$ cat src/rtl/rv32_pipe_pkg.sv
// Shared pipeline-control types: forwarding-select encodings and stage-shadow control structs.
package rv32_pipe_pkg;

  localparam logic [1:0] FwdRegfile = 2'b00;
  localparam logic [1:0] FwdExMem   = 2'b01;
  localparam logic [1:0] FwdMemWb   = 2'b10;

  // Register indices are held beside these structs because their width is a module parameter.
  typedef struct packed {
    logic v;
    logic rw;
    logic mr;
    logic use1;
    logic use2;
  } ex_ctrl_t;

  typedef struct packed {
    logic v;
    logic rw;
  } wb_ctrl_t;

endpackage

$ cat src/rtl/rv32_muldiv_occupancy.sv
// Occupancy counter for multi-cycle MUL/DIV ops; busy while the op still owes cycles in EX.
module rv32_muldiv_occupancy #(
  parameter int unsigned MulDivLat = 4
) (
  input  logic clk_i,
  input  logic rst_ni,
  input  logic freeze_i,
  input  logic load_i,
  output logic md_busy_o
);

  localparam int unsigned CntW = (MulDivLat > 1) ? $clog2(MulDivLat) : 1;

  logic [CntW-1:0] cnt_q, cnt_d;

  always_comb begin
    cnt_d = cnt_q;
    if (!freeze_i) begin
      if (cnt_q != '0) begin
        cnt_d = cnt_q - CntW'(1);
      end else if (load_i) begin
        cnt_d = CntW'(MulDivLat - 1);
      end
    end
  end

  always_ff @(posedge clk_i or negedge rst_ni) begin
    if (!rst_ni) begin
      cnt_q <= '0;
    end else begin
      cnt_q <= cnt_d;
    end
  end

  assign md_busy_o = (cnt_q != '0);

endmodule

$ cat src/rtl/rv32_hazard_ctrl.sv
// 5-stage pipeline hazard control: shadow EX/MEM/WB destinations drive forwarding, stalls and flushes.
module rv32_hazard_ctrl
  import rv32_pipe_pkg::*;
#(
  parameter int unsigned RegAddrW    = 5,
  parameter int unsigned MulDivLat   = 4,
  parameter bit          FwdEnable   = 1'b1,
  parameter bit          X0Hardwired = 1'b1
) (
  input  logic                clk_i,
  input  logic                rst_ni,
  input  logic                busywait_i,
  input  logic                id_valid_i,
  input  logic [RegAddrW-1:0] id_rs1_i,
  input  logic [RegAddrW-1:0] id_rs2_i,
  input  logic                id_use_rs1_i,
  input  logic                id_use_rs2_i,
  input  logic [RegAddrW-1:0] id_rd_i,
  input  logic                id_regwrite_i,
  input  logic                id_memread_i,
  input  logic                id_muldiv_i,
  input  logic                branch_taken_i,
  output logic                stall_pc_o,
  output logic                stall_if_id_o,
  output logic                stall_id_ex_o,
  output logic                flush_if_id_o,
  output logic                flush_id_ex_o,
  output logic                bubble_ex_mem_o,
  output logic [1:0]          fwd_a_o,
  output logic [1:0]          fwd_b_o,
  output logic                md_busy_o
);

  ex_ctrl_t            ex_q, ex_d;
  logic [RegAddrW-1:0] ex_rs1_q, ex_rs1_d, ex_rs2_q, ex_rs2_d, ex_rd_q, ex_rd_d;
  wb_ctrl_t            mem_q, mem_d, wb_q, wb_d;
  logic [RegAddrW-1:0] mem_rd_q, mem_rd_d, wb_rd_q, wb_rd_d;

  logic       md_busy, md_load, load_use;
  logic       ex_hit, mem_hit, wb_hit;
  logic [1:0] fwd_a, fwd_b;

  function automatic logic hit(logic v, logic rw, logic [RegAddrW-1:0] rd,
                               logic [RegAddrW-1:0] src, logic use_src);
    return v & rw & use_src & (rd == src) & ~(X0Hardwired & (rd == '0));
  endfunction

  // Forwarding selects for the operands of the instruction sitting in EX.
  always_comb begin
    fwd_a = FwdRegfile;
    fwd_b = FwdRegfile;
    if (FwdEnable) begin
      if (hit(mem_q.v, mem_q.rw, mem_rd_q, ex_rs1_q, ex_q.v & ex_q.use1)) begin
        fwd_a = FwdExMem;
      end else if (hit(wb_q.v, wb_q.rw, wb_rd_q, ex_rs1_q, ex_q.v & ex_q.use1)) begin
        fwd_a = FwdMemWb;
      end
      if (hit(mem_q.v, mem_q.rw, mem_rd_q, ex_rs2_q, ex_q.v & ex_q.use2)) begin
        fwd_b = FwdExMem;
      end else if (hit(wb_q.v, wb_q.rw, wb_rd_q, ex_rs2_q, ex_q.v & ex_q.use2)) begin
        fwd_b = FwdMemWb;
      end
    end
  end

  assign ex_hit  = hit(ex_q.v, ex_q.rw, ex_rd_q, id_rs1_i, id_valid_i & id_use_rs1_i)
                 | hit(ex_q.v, ex_q.rw, ex_rd_q, id_rs2_i, id_valid_i & id_use_rs2_i);
  assign mem_hit = hit(mem_q.v, mem_q.rw, mem_rd_q, id_rs1_i, id_valid_i & id_use_rs1_i)
                 | hit(mem_q.v, mem_q.rw, mem_rd_q, id_rs2_i, id_valid_i & id_use_rs2_i);
  assign wb_hit  = hit(wb_q.v, wb_q.rw, wb_rd_q, id_rs1_i, id_valid_i & id_use_rs1_i)
                 | hit(wb_q.v, wb_q.rw, wb_rd_q, id_rs2_i, id_valid_i & id_use_rs2_i);

  // Without forwarding, any in-flight producer blocks the consumer until it retires.
  assign load_use = FwdEnable ? (ex_hit & ex_q.mr) : (ex_hit | mem_hit | wb_hit);

  always_comb begin
    stall_pc_o      = 1'b0;
    stall_if_id_o   = 1'b0;
    stall_id_ex_o   = 1'b0;
    flush_if_id_o   = 1'b0;
    flush_id_ex_o   = 1'b0;
    bubble_ex_mem_o = 1'b0;
    fwd_a_o         = FwdRegfile;
    fwd_b_o         = FwdRegfile;
    md_busy_o       = 1'b0;
    if (rst_ni) begin
      fwd_a_o   = fwd_a;
      fwd_b_o   = fwd_b;
      md_busy_o = md_busy;
      if (!busywait_i) begin
        if (md_busy) begin
          stall_pc_o      = 1'b1;
          stall_if_id_o   = 1'b1;
          stall_id_ex_o   = 1'b1;
          bubble_ex_mem_o = 1'b1;
        end else if (branch_taken_i) begin
          flush_if_id_o = 1'b1;
          flush_id_ex_o = 1'b1;
        end else if (load_use) begin
          stall_pc_o    = 1'b1;
          stall_if_id_o = 1'b1;
          flush_id_ex_o = 1'b1;
        end
      end
    end
  end

  always_comb begin
    ex_d     = ex_q;
    ex_rs1_d = ex_rs1_q;
    ex_rs2_d = ex_rs2_q;
    ex_rd_d  = ex_rd_q;
    mem_d    = mem_q;
    mem_rd_d = mem_rd_q;
    wb_d     = wb_q;
    wb_rd_d  = wb_rd_q;
    if (!busywait_i) begin
      wb_d    = mem_q;
      wb_rd_d = mem_rd_q;
      if (md_busy) begin
        mem_d    = '0;
        mem_rd_d = '0;
      end else begin
        mem_d    = '{v: ex_q.v, rw: ex_q.rw};
        mem_rd_d = ex_rd_q;
        if (flush_id_ex_o) begin
          ex_d     = '0;
          ex_rs1_d = '0;
          ex_rs2_d = '0;
          ex_rd_d  = '0;
        end else begin
          ex_d     = '{v: id_valid_i, rw: id_regwrite_i, mr: id_memread_i,
                       use1: id_use_rs1_i, use2: id_use_rs2_i};
          ex_rs1_d = id_rs1_i;
          ex_rs2_d = id_rs2_i;
          ex_rd_d  = id_rd_i;
        end
      end
    end
  end

  always_ff @(posedge clk_i or negedge rst_ni) begin
    if (!rst_ni) begin
      ex_q     <= '0;
      ex_rs1_q <= '0;
      ex_rs2_q <= '0;
      ex_rd_q  <= '0;
      mem_q    <= '0;
      mem_rd_q <= '0;
      wb_q     <= '0;
      wb_rd_q  <= '0;
    end else begin
      ex_q     <= ex_d;
      ex_rs1_q <= ex_rs1_d;
      ex_rs2_q <= ex_rs2_d;
      ex_rd_q  <= ex_rd_d;
      mem_q    <= mem_d;
      mem_rd_q <= mem_rd_d;
      wb_q     <= wb_d;
      wb_rd_q  <= wb_rd_d;
    end
  end

  // Counter arms on the same edge the M-extension op is written into EX.
  assign md_load = ~busywait_i & ~md_busy & ~flush_id_ex_o & id_valid_i & id_muldiv_i;

  rv32_muldiv_occupancy #(
    .MulDivLat (MulDivLat)
  ) u_muldiv_occupancy (
    .clk_i     (clk_i),
    .rst_ni    (rst_ni),
    .freeze_i  (busywait_i),
    .load_i    (md_load),
    .md_busy_o (md_busy)
  );

endmodule

$ cat config.mk
export PLATFORM = sky130hd
export DESIGN_NAME = rv32_hazard_ctrl
export DESIGN_NICKNAME = d
export VERILOG_FILES = /design/src/rtl/rv32_pipe_pkg.sv /design/src/rtl/rv32_muldiv_occupancy.sv /design/src/rtl/rv32_hazard_ctrl.sv
export SDC_FILE = /design/constraint.sdc
export NUM_CORES = 1
export LEC_CHECK = 0
export ABC_CLOCK_PERIOD_IN_PS = 4500
export CAP_MARGIN = 10
export CELL_PAD_IN_SITES_DETAIL_PLACEMENT = 0
export CELL_PAD_IN_SITES_GLOBAL_PLACEMENT = 1
export CORE_ASPECT_RATIO = 0.9
export CORE_UTILIZATION = 43
export CTS_BUF_LIST = sky130_fd_sc_hd__clkbuf_8 sky130_fd_sc_hd__clkbuf_16
export CTS_CLUSTER_DIAMETER = 100
export CTS_CLUSTER_SIZE = 20
export DETAILED_ROUTE_END_ITERATION = 16
export GPL_ROUTABILITY_DRIVEN = 0
export PLACE_DENSITY_LB_ADDON = 0.05
export RECOVER_POWER = 50
export SLEW_MARGIN = 20
export SYNTH_ARGS = -nofsm -noshare
export SYNTH_HDL_FRONTEND = slang
export SYNTH_SLANG_ARGS = --single-unit
$ cat constraint.sdc
create_clock -name clk_i -period 4.5 [get_ports clk_i]
set_input_delay 1.35 -clock clk_i [delete_from_list [all_inputs] [get_ports clk_i]]
set_output_delay 1.35 -clock clk_i [all_outputs]
set_load 0.02 [all_outputs]
### Word level (Yosys, flattened, before mapping)

Index checks and enable logic that the tools add are counted.

| operators by class | value |
|---|---|
| eq/ne operators | 6 |
| bitwise gates (word level) | 37 |
| mux-type cells | 31 |
| $add $sub $neg | 1 |
| reduce and logical (&&, ||, !) cells | 7 |

Operator list:

| kind | count |
|---|---|
| 1-bit AND | 30 |
| 5-bit equality test | 6 |
| 5-bit two-way mux | 5 |
| 2-bit two-way mux | 9 |
| 1-bit two-way mux | 17 |
| 5-bit logical NOT | 3 |
| 1-bit inverter | 6 |
| 2-bit AND reduction | 2 |
| 2-bit nonzero test | 2 |
| 2-bit by 1-bit subtractor with 2-bit output, second input constant | 1 |
| 1-bit bitwise OR | 1 |

| storage, ports and cells | value |
|---|---|
| register bits | 36 |
| output and inout port bits | 11 |

### Longest topological paths before layout

| logic depth | value |
|---|---|
| depth after elaboration | 17 |
| depth in mapped cells | 7 |

### Hierarchy

Synthesis repeated with hierarchy kept, for this count alone.

| second synthesis, totals | value |
|---|---|
| cell total of the unflattened synthesis | 282 |
| area total of the unflattened synthesis | 2404.8 sq um |

Modules (own cells, without submodules):

| module | area each (sq um) | cells an instance | instances |
|---|---|---|---|
| rv32_hazard_ctrl | 2293.4 | 271 | 1 |
| rv32_muldiv_occupancy | 111.4 | 11 | 1 |

### Worst setup path after synthesis

OpenSTA, ideal clock, no wires.

| path | value |
|---|---|
| path kind | input to output |
| start point | in id_rs1_i[3] |
| end point | out stall_pc_o |
| arrival | 2589 ps |
| cell stages on the path | 6 |
| path slack | 561 ps |
| required time | 3150 ps |
| path through | xnor2_1 > nand4_1 > o22ai_2 > nand3b_1 > a21oi_1 > buf_4 |

| between the ends | value |
|---|---|
| longest elaborated chain between the ends | 10 |

RTL lines:

| element | RTL line | RTL |
|---|---|---|
| from (decl) | rv32_hazard_ctrl.sv:14 | `input logic [RegAddrW-1:0] id_rs1_i,` |
| 5-bit equality test | rv32_hazard_ctrl.sv:45 | `return v & rw & use_src & (rd == src) & ~(X0Hardwired & (rd == '0));` |
| 1-bit AND (2 in a row) | rv32_hazard_ctrl.sv:45 |  |
| 1-bit bitwise OR | rv32_hazard_ctrl.sv:67 | `\| hit(ex_q.v, ex_q.rw, ex_rd_q, id_rs2_i, id_valid_i & id_use_rs2_i);` |
| 1-bit AND | rv32_hazard_ctrl.sv:74 | `assign load_use = FwdEnable ? (ex_hit & ex_q.mr) : (ex_hit \| mem_hit \| wb_hit);` |
| 1-bit two-way mux (5 in a row) | n/a |  |
| to (decl) | rv32_hazard_ctrl.sv:23 | `output logic stall_pc_o,` |

No other way between the ends.

### Final worst setup path

| path | value |
|---|---|
| start point | in id_rs2_i[0] |
| end point | out flush_id_ex_o |

| between the ends | value |
|---|---|
| longest elaborated chain between the ends | 10 |

RTL lines:

| element | RTL line | RTL |
|---|---|---|
| from (decl) | rv32_hazard_ctrl.sv:15 | `input logic [RegAddrW-1:0] id_rs2_i,` |
| 5-bit equality test | rv32_hazard_ctrl.sv:45 |  |
| 1-bit AND (2 in a row) | rv32_hazard_ctrl.sv:45 |  |
| 1-bit bitwise OR | rv32_hazard_ctrl.sv:67 |  |
| 1-bit AND | rv32_hazard_ctrl.sv:74 |  |
| 1-bit two-way mux | rv32_hazard_ctrl.sv:99 | `end else if (load_use) begin` |
| 1-bit two-way mux | rv32_hazard_ctrl.sv:96 | `end else if (branch_taken_i) begin` |
| 1-bit two-way mux | rv32_hazard_ctrl.sv:91 | `if (md_busy) begin` |
| 1-bit two-way mux | rv32_hazard_ctrl.sv:90 | `if (!busywait_i) begin` |
| 1-bit two-way mux | rv32_hazard_ctrl.sv:86 | `if (rst_ni) begin` |
| to (decl) | rv32_hazard_ctrl.sv:27 | `output logic flush_id_ex_o,` |

No other way between the ends.

==> flow_summary.ini <==
[status]
outcome = complete, no violations

[layout]
fin_area_um2 = 2380
layout.nets = 236
syn_to_final_growth_pct = 26.1
layout_common_cells = 36 x dfrtp_1, 30 x clkdlybuf4s50_1, 22 x xnor2_1, 22 x a22o_1, 17 x nand2_1
drive_gt1_frac = 0.129
antennaDiodeCount = 0
final_common_cell = dfrtp_1

[yosys]
yosysUniqueCellTypes = 32
synth_fp_nets = 195
synthArstFlopShare = 1.00
synthFlopType = dfrtp_1
synth_top_area_share = 0.478
synth.avg_cell_area_um2 = 11.2
yosysTopAreaCell = dfrtp_1
seq_area_frac_synth = 0.478
synth.yosys.warnings = 0
synth_cells = 169
synth_area_leaders = dfrtp_1 48%, a22o_1 10%, xnor2_1 10%
synth.cell_area_um2 = 1890
synth_edf_count = 0
synth_seq_cells = 36

[global_route]
first_global_vias = 1471
grt_overflow = 0
antenna_found_initial = 0
grt_usage = 0.228
grt_max_degree = 24
grt_pass1_wl_um = 7740

[setup_path]
critPathLaunchType = primary input
critPathMaxStageDelay_ns = 0.54
r2r_setup_slack_ns = 2.12
cp_cell_sequence = clkdlybuf4s50_1, xnor2_1, nand4_2, o22ai_4, a21oi_1, nor2_1, dlygate4sd2_1
r2r-start = u_muldiv_occupancy.cnt_q[0]
critPathRequiredTime_ns = 3.15
worst_ep_arrival_time_ns = 2.93
worst_path_max_delay_cell = clkdlybuf4s50_1
rr_worst_depth = 8
path_class = in -> out
critPathCaptureType = primary output
r2r-end = u_muldiv_occupancy.cnt_q[1]
crit_path_max_fanout = 3

[sta]
fin_hold_ws_ns = 0.498
setup_violations = 0
worstMarginPinSlew_ns = 1.29
fin_crit_ns = 4.28
fmax_mhz = 233
period_share = 0.952
slew_headroom = 0.139
rsz0062_at_grt = false
maxSlewViolCount = 0
hold_viol = 0
clock_skew_ns = 0.0104
setup_ws_ns = 0.216

[detailed_routing]
drtPass1Iterations = 4
via_count = 1438
routedWlPerCell_um = 17.7
ant_nets = 0
viasPerCell = 5.57
drtIter0Drc = 73
drt-total-wl_um = 4570
drcViolationCount = 0

[clocking]
numCtsBuffers = 5
cts_htree_levels = 2
cts-root-buf = clkbuf_8
postCtsSetupRepairBufs = 0
clk_pin_slew_ns = 0.08
cts_tree = built
cts_resized = 4
cts_hold_buffers = 0
clk_path_buf_depth = 2
clkSinkCount = 36
clk-insertion-delay-late_ns = 0.30

[floorplan]
die_y_um = 64.8
core_um2 = 4130
ios = 36
die-area_um2 = 4650
row_count = 22
initial_utilization = 0.457
die_x_um = 71.8

[power]
ir_drop_mv = 0.276
combinationalPowerShare = 0.379
p_sw_uw = 543
switching_share = 0.376
p_leak_nw = 1.01
p_per_area_nw_per_um2 = 607
p_clk_frac = 0.176
p_seq_frac = 0.445
p_int_uw = 900

[hold_path]
min_to = u_muldiv_occupancy.cnt_q[0]
hold_path_class = reg -> reg
whs_path_depth = 1
worstHoldStart = u_muldiv_occupancy.cnt_q[0]

[placed_design]
pre_cts_ws_ns = -0.195
io_buffers = 35
dp_hpwl_um = 3400
placed_area_um2 = 2290

[run]
drv_cap = 0
==> worst max path at each step <==
stage | from | endpoint | slack (ns) | depth (start not counted)
6_report | id_rs2_i[0] | flush_id_ex_o | 0.22 | 7
2_1_floorplan | id_rs1_i[3] | stall_pc_o | 0.56 | 6
5_1_grt | id_rs1_i[4] | flush_id_ex_o | 0.05 | 7
4_1_cts | id_rs1_i[3] | stall_pc_o | 0.1 | 7
3_3_place_gp | id_rs2_i[0] | stall_if_id_o | -0.20 | 7
3_5_place_dp | id_rs2_i[0] | stall_pc_o | -0.20 | 7
==> metrics by stage <==
| step | TNS (ns) | instances | util | power [mW] |
|---|---|---|---|---|
| 6_report | 0 | 258 | 0.576 | 1.44 |
| 2_1_floorplan | 0 | 169 | - | 1.02 |
| 4_1_cts | 0 | 258 | 0.580 | 1.45 |
| 3_3_place_gp | -0.497 | 251 | 0.556 | 1.17 |
| 5_1_grt | 0 | 258 | 0.576 | 1.54 |
| 3_5_place_dp | -0.464 | 251 | 0.556 | 1.20 |
==> synth_stat cells, types with 3 or more instances <==
cell	instances
dfrtp_1	36
a22o_1	22
xnor2_1	22
nand2_1	17
xor2_1	8
mux2_2	7
o21ai_0	7
nor3_1	5
clkbuf_1	4
nand4_1	4
nor2_1	4
a21oi_1	3
==> power groups by stage <==
stage                     logic [mW]  registers, mW  clock network (mW)
after detailed placement       0.550          0.646                   0
after global routing           0.601          0.662               0.273
after global placement         0.531          0.639                   0
after floorplan                0.431          0.588                   0
after CTS                      0.555          0.640               0.258
final                          0.547          0.642               0.254
==> worst max-delay path: cells and delay by family <==
| kind | cells | cell delay, ns |
|---|---|---|
| compound gates | 2 | 0.31 |
| buf+inv | 2 | 0.87 |
| xor+xnor | 1 | 0.16 |
| simple gates | 2 | 0.25 |
==> flip-flops by register name (all words and copies together), names as in the netlist <==
register                  count
wb_q                          2
mem_q                         2
ex_q                          5
ex_rs2_q                      5
u_muldiv_occupancy.cnt_q      2
ex_rs1_q                      5
wb_rd_q                       5
ex_rd_q                       5
mem_rd_q                      5
==> routing by layer <==
metal	global-route usage	vias to the layer above	routed length, um
met5	0	-	0
met4	0.0882	0	73
met3	0.0560	7	167
met2	0.325	31	2060
met1	0.332	712	2270
li1	-	688	-
==> final cells by class <==
| type | instances | area (um^2) |
|---|---|---|
| flip-flops and latches | 36 | 901 |
| multi-input cells | 122 | 928 |
| well taps | 48 | 60.1 |
| repair buffers | 43 | 385 |
| fillers | 366 | 1750 |
| clock buffers | 7 | 96.3 |
| inverters | 2 | 7.51 |
==> logic make-up after synthesis <==
| family | synth area share |
|---|---|
| simple gates | 0.127 |
| compound gates | 0.169 |
| flops | 0.478 |
| xor+xnor | 0.139 |
| buf+inv | 0.0338 |
| mux | 0.0471 |
| fa+ha+maj | 0.00663 |
(Power assumes the default switching activity.)
==> RTL change, RTL diff (same settings) <==
Take the reset off `mem_rd_q` and load it in a clocked block of its own.
--- a/src/rtl/rv32_hazard_ctrl.sv
+++ b/src/rtl/rv32_hazard_ctrl.sv
@@ -146,7 +146,6 @@
       ex_rs2_q <= '0;
       ex_rd_q  <= '0;
       mem_q    <= '0;
-      mem_rd_q <= '0;
       wb_q     <= '0;
       wb_rd_q  <= '0;
     end else begin
@@ -155,10 +154,13 @@
       ex_rs2_q <= ex_rs2_d;
       ex_rd_q  <= ex_rd_d;
       mem_q    <= mem_d;
-      mem_rd_q <= mem_rd_d;
       wb_q     <= wb_d;
       wb_rd_q  <= wb_rd_d;
     end
+  end
+
+  always_ff @(posedge clk_i) begin
+    mem_rd_q <= mem_rd_d;
   end
 
   // Counter arms on the same edge the M-extension op is written into EX.
Check against the original RTL: no difference found for any inputs over 4 cycles, from zero or initial values and one cycle with rst_ni low; that may be too few to reach the edited logic, so the function may still have changed.
==> RTL change against the original RTL <==
- maximum frequency fell by 3.1%
- total power fell by 13%
- wire length decreased by 6.4%
- critical path depth rose by 1
- synthesized area down 0.20%
- worst setup slack got worse by 0.14 ns
- sequential cell count did not move
- cell area is 1.5% higher
- largest cell class is now registers
- largest power group unchanged
==> RTL change: results <==
{
  "status": "completed",
  "fin_ws_ns": 0.0797,
  "place_area_um2": 2340,
  "ys_async_sr_fraction_pct": 86.1,
  "num-fill-cells": 354,
  "ir_drop_mv": 0.323,
  "place_inst": 247,
  "synthTopCellsByCount": "31 x dfrtp_1, 22 x a22o_1, 22 x xnor2_1, 9 x nand2_1, 8 x xor2_1",
  "route.vias.total": 1389,
  "grt_max_degree": 22,
  "slowest_delay_ns": 0.51,
  "stdcell_count": 255,
  "syn_nets": 184,
  "p_leak_nw": 1.01,
  "drive_gt1_share_pct": 16.4,
  "cts_setup_buffers": 0,
  "grt_pass1_wl_um": 7200,
  "worstPathArrival_ns": 3.07,
  "highest_layer": "met4",
  "rr_worst_depth": 8,
  "final_nets": 232,
  "synth_area_leaders": "dfrtp_1 41%, a22o_1 10%, xnor2_1 10%, edfxtp_1 8.0%, mux2_2 4.2%",
  "synth_edf_count": 5,
  "rr_startpoint": "u_muldiv_occupancy.cnt_q[0]",
  "endpoint": "stall_if_id_o",
  "worst_slew_pin_slew_ns": 1.17,
  "reg2reg_slack_ns": 2.28,
  "synth_cells": 158,
  "synth-main-ff-cell": "dfrtp_1",
  "wl_per_cell_um": 16.8,
  "track_usage_pct": 20.8,
  "startpoint": "id_rs2_i[4]",
  "dp_slack_ns": -0.165,
  "drtIter0Drc": 50,
  "h-tree-depth": 2,
  "dp_hpwl_um": 3280,
  "io_buffers": 35,
  "critPathMaxFanout": 2,
  "drt-met1-wl_um": 2000,
  "hp-class": "register to register",
  "wl_met2_um": 2050,
  "grt_pass1_vias": 1466,
  "routed-wl-met3_um": 184,
  "cp_slowest_cell": "clkdlybuf4s50_1",
  "fin_hold_ws_ns": 0.508,
  "yosysSeqAreaShare_pct": 49.2,
  "skew_ns": 0.00973,
  "firstDrtPassIters": 4
}
==> RTL change: worst min path at each step <==
stage	from	to	cells past startpoint
after floorplan	wb_q[0]	wb_q[0]	1
after global placement	wb_q[1]	wb_q[1]	1
after detailed placement	ex_q[2]	ex_q[2]	1
after CTS	ex_q[2]	ex_q[2]	1
after global routing	wb_q[0]	wb_q[0]	1
final	wb_q[0]	wb_q[0]	1
==> RTL change: timing repair <==
action / CTS / global route
setup endpoints to repair: 3 / 0
hold buffers: 0 / 0
gates resized for setup: 3 / 0
==> RTL change: routing by layer <==
layer	track usage, %	vias to the layer above
met1	27.5	677
li1	-	671
met4	5.64	0
met5	0	-
met3	5.60	4
met2	33.8	37
==> RTL change: cell families (layout without fill, tap and decap cells) <==
family          count (synthesis)  count (layout)  synth area share, %
simple gates                   41              41                 12.2
flops                          36              36                 49.2
compound gates                 30              30                 15.2
xor+xnor                       30              30                 14.0
buf+inv                        11              60                 3.46
mux                             9               9                 5.25
fa+ha+maj                       1               1                0.665
==> RTL change: final cells by class <==
class / count / area (um^2) / share of cell area, %
multi-input cells: 111 / 891 / 36.9
repair buffers: 49 / 438 / 18.1
well taps: 48 / 60.1 / 2.49
flip-flops and latches: 36 / 926 / 38.4
clock inverters: 3 / 18.8 / 0.778
clock buffers: 5 / 68.8 / 2.85
inverters: 3 / 11.3 / 0.467
==> RTL change: worst reg2reg max path: cells and delay by family (launching register included) <==
| kind | cells | cell delay (ns) |
|---|---|---|
| compound gates | 2 | 0.71 |
| fa+ha+maj | 1 | 0.33 |
| buf+inv | 2 | 0.25 |
| flops | 1 | 0.36 |
| mux | 1 | 0.14 |
| simple gates | 2 | 0.31 |
==> RTL change: where the power goes <==
| part | internal (mW) | switching, mW |
|---|---|---|
| Clock | 0.108 | 0.120 |
| Combinational | 0.257 | 0.193 |
| Sequential | 0.445 | 0.140 |
| Total | 0.810 | 0.453 |
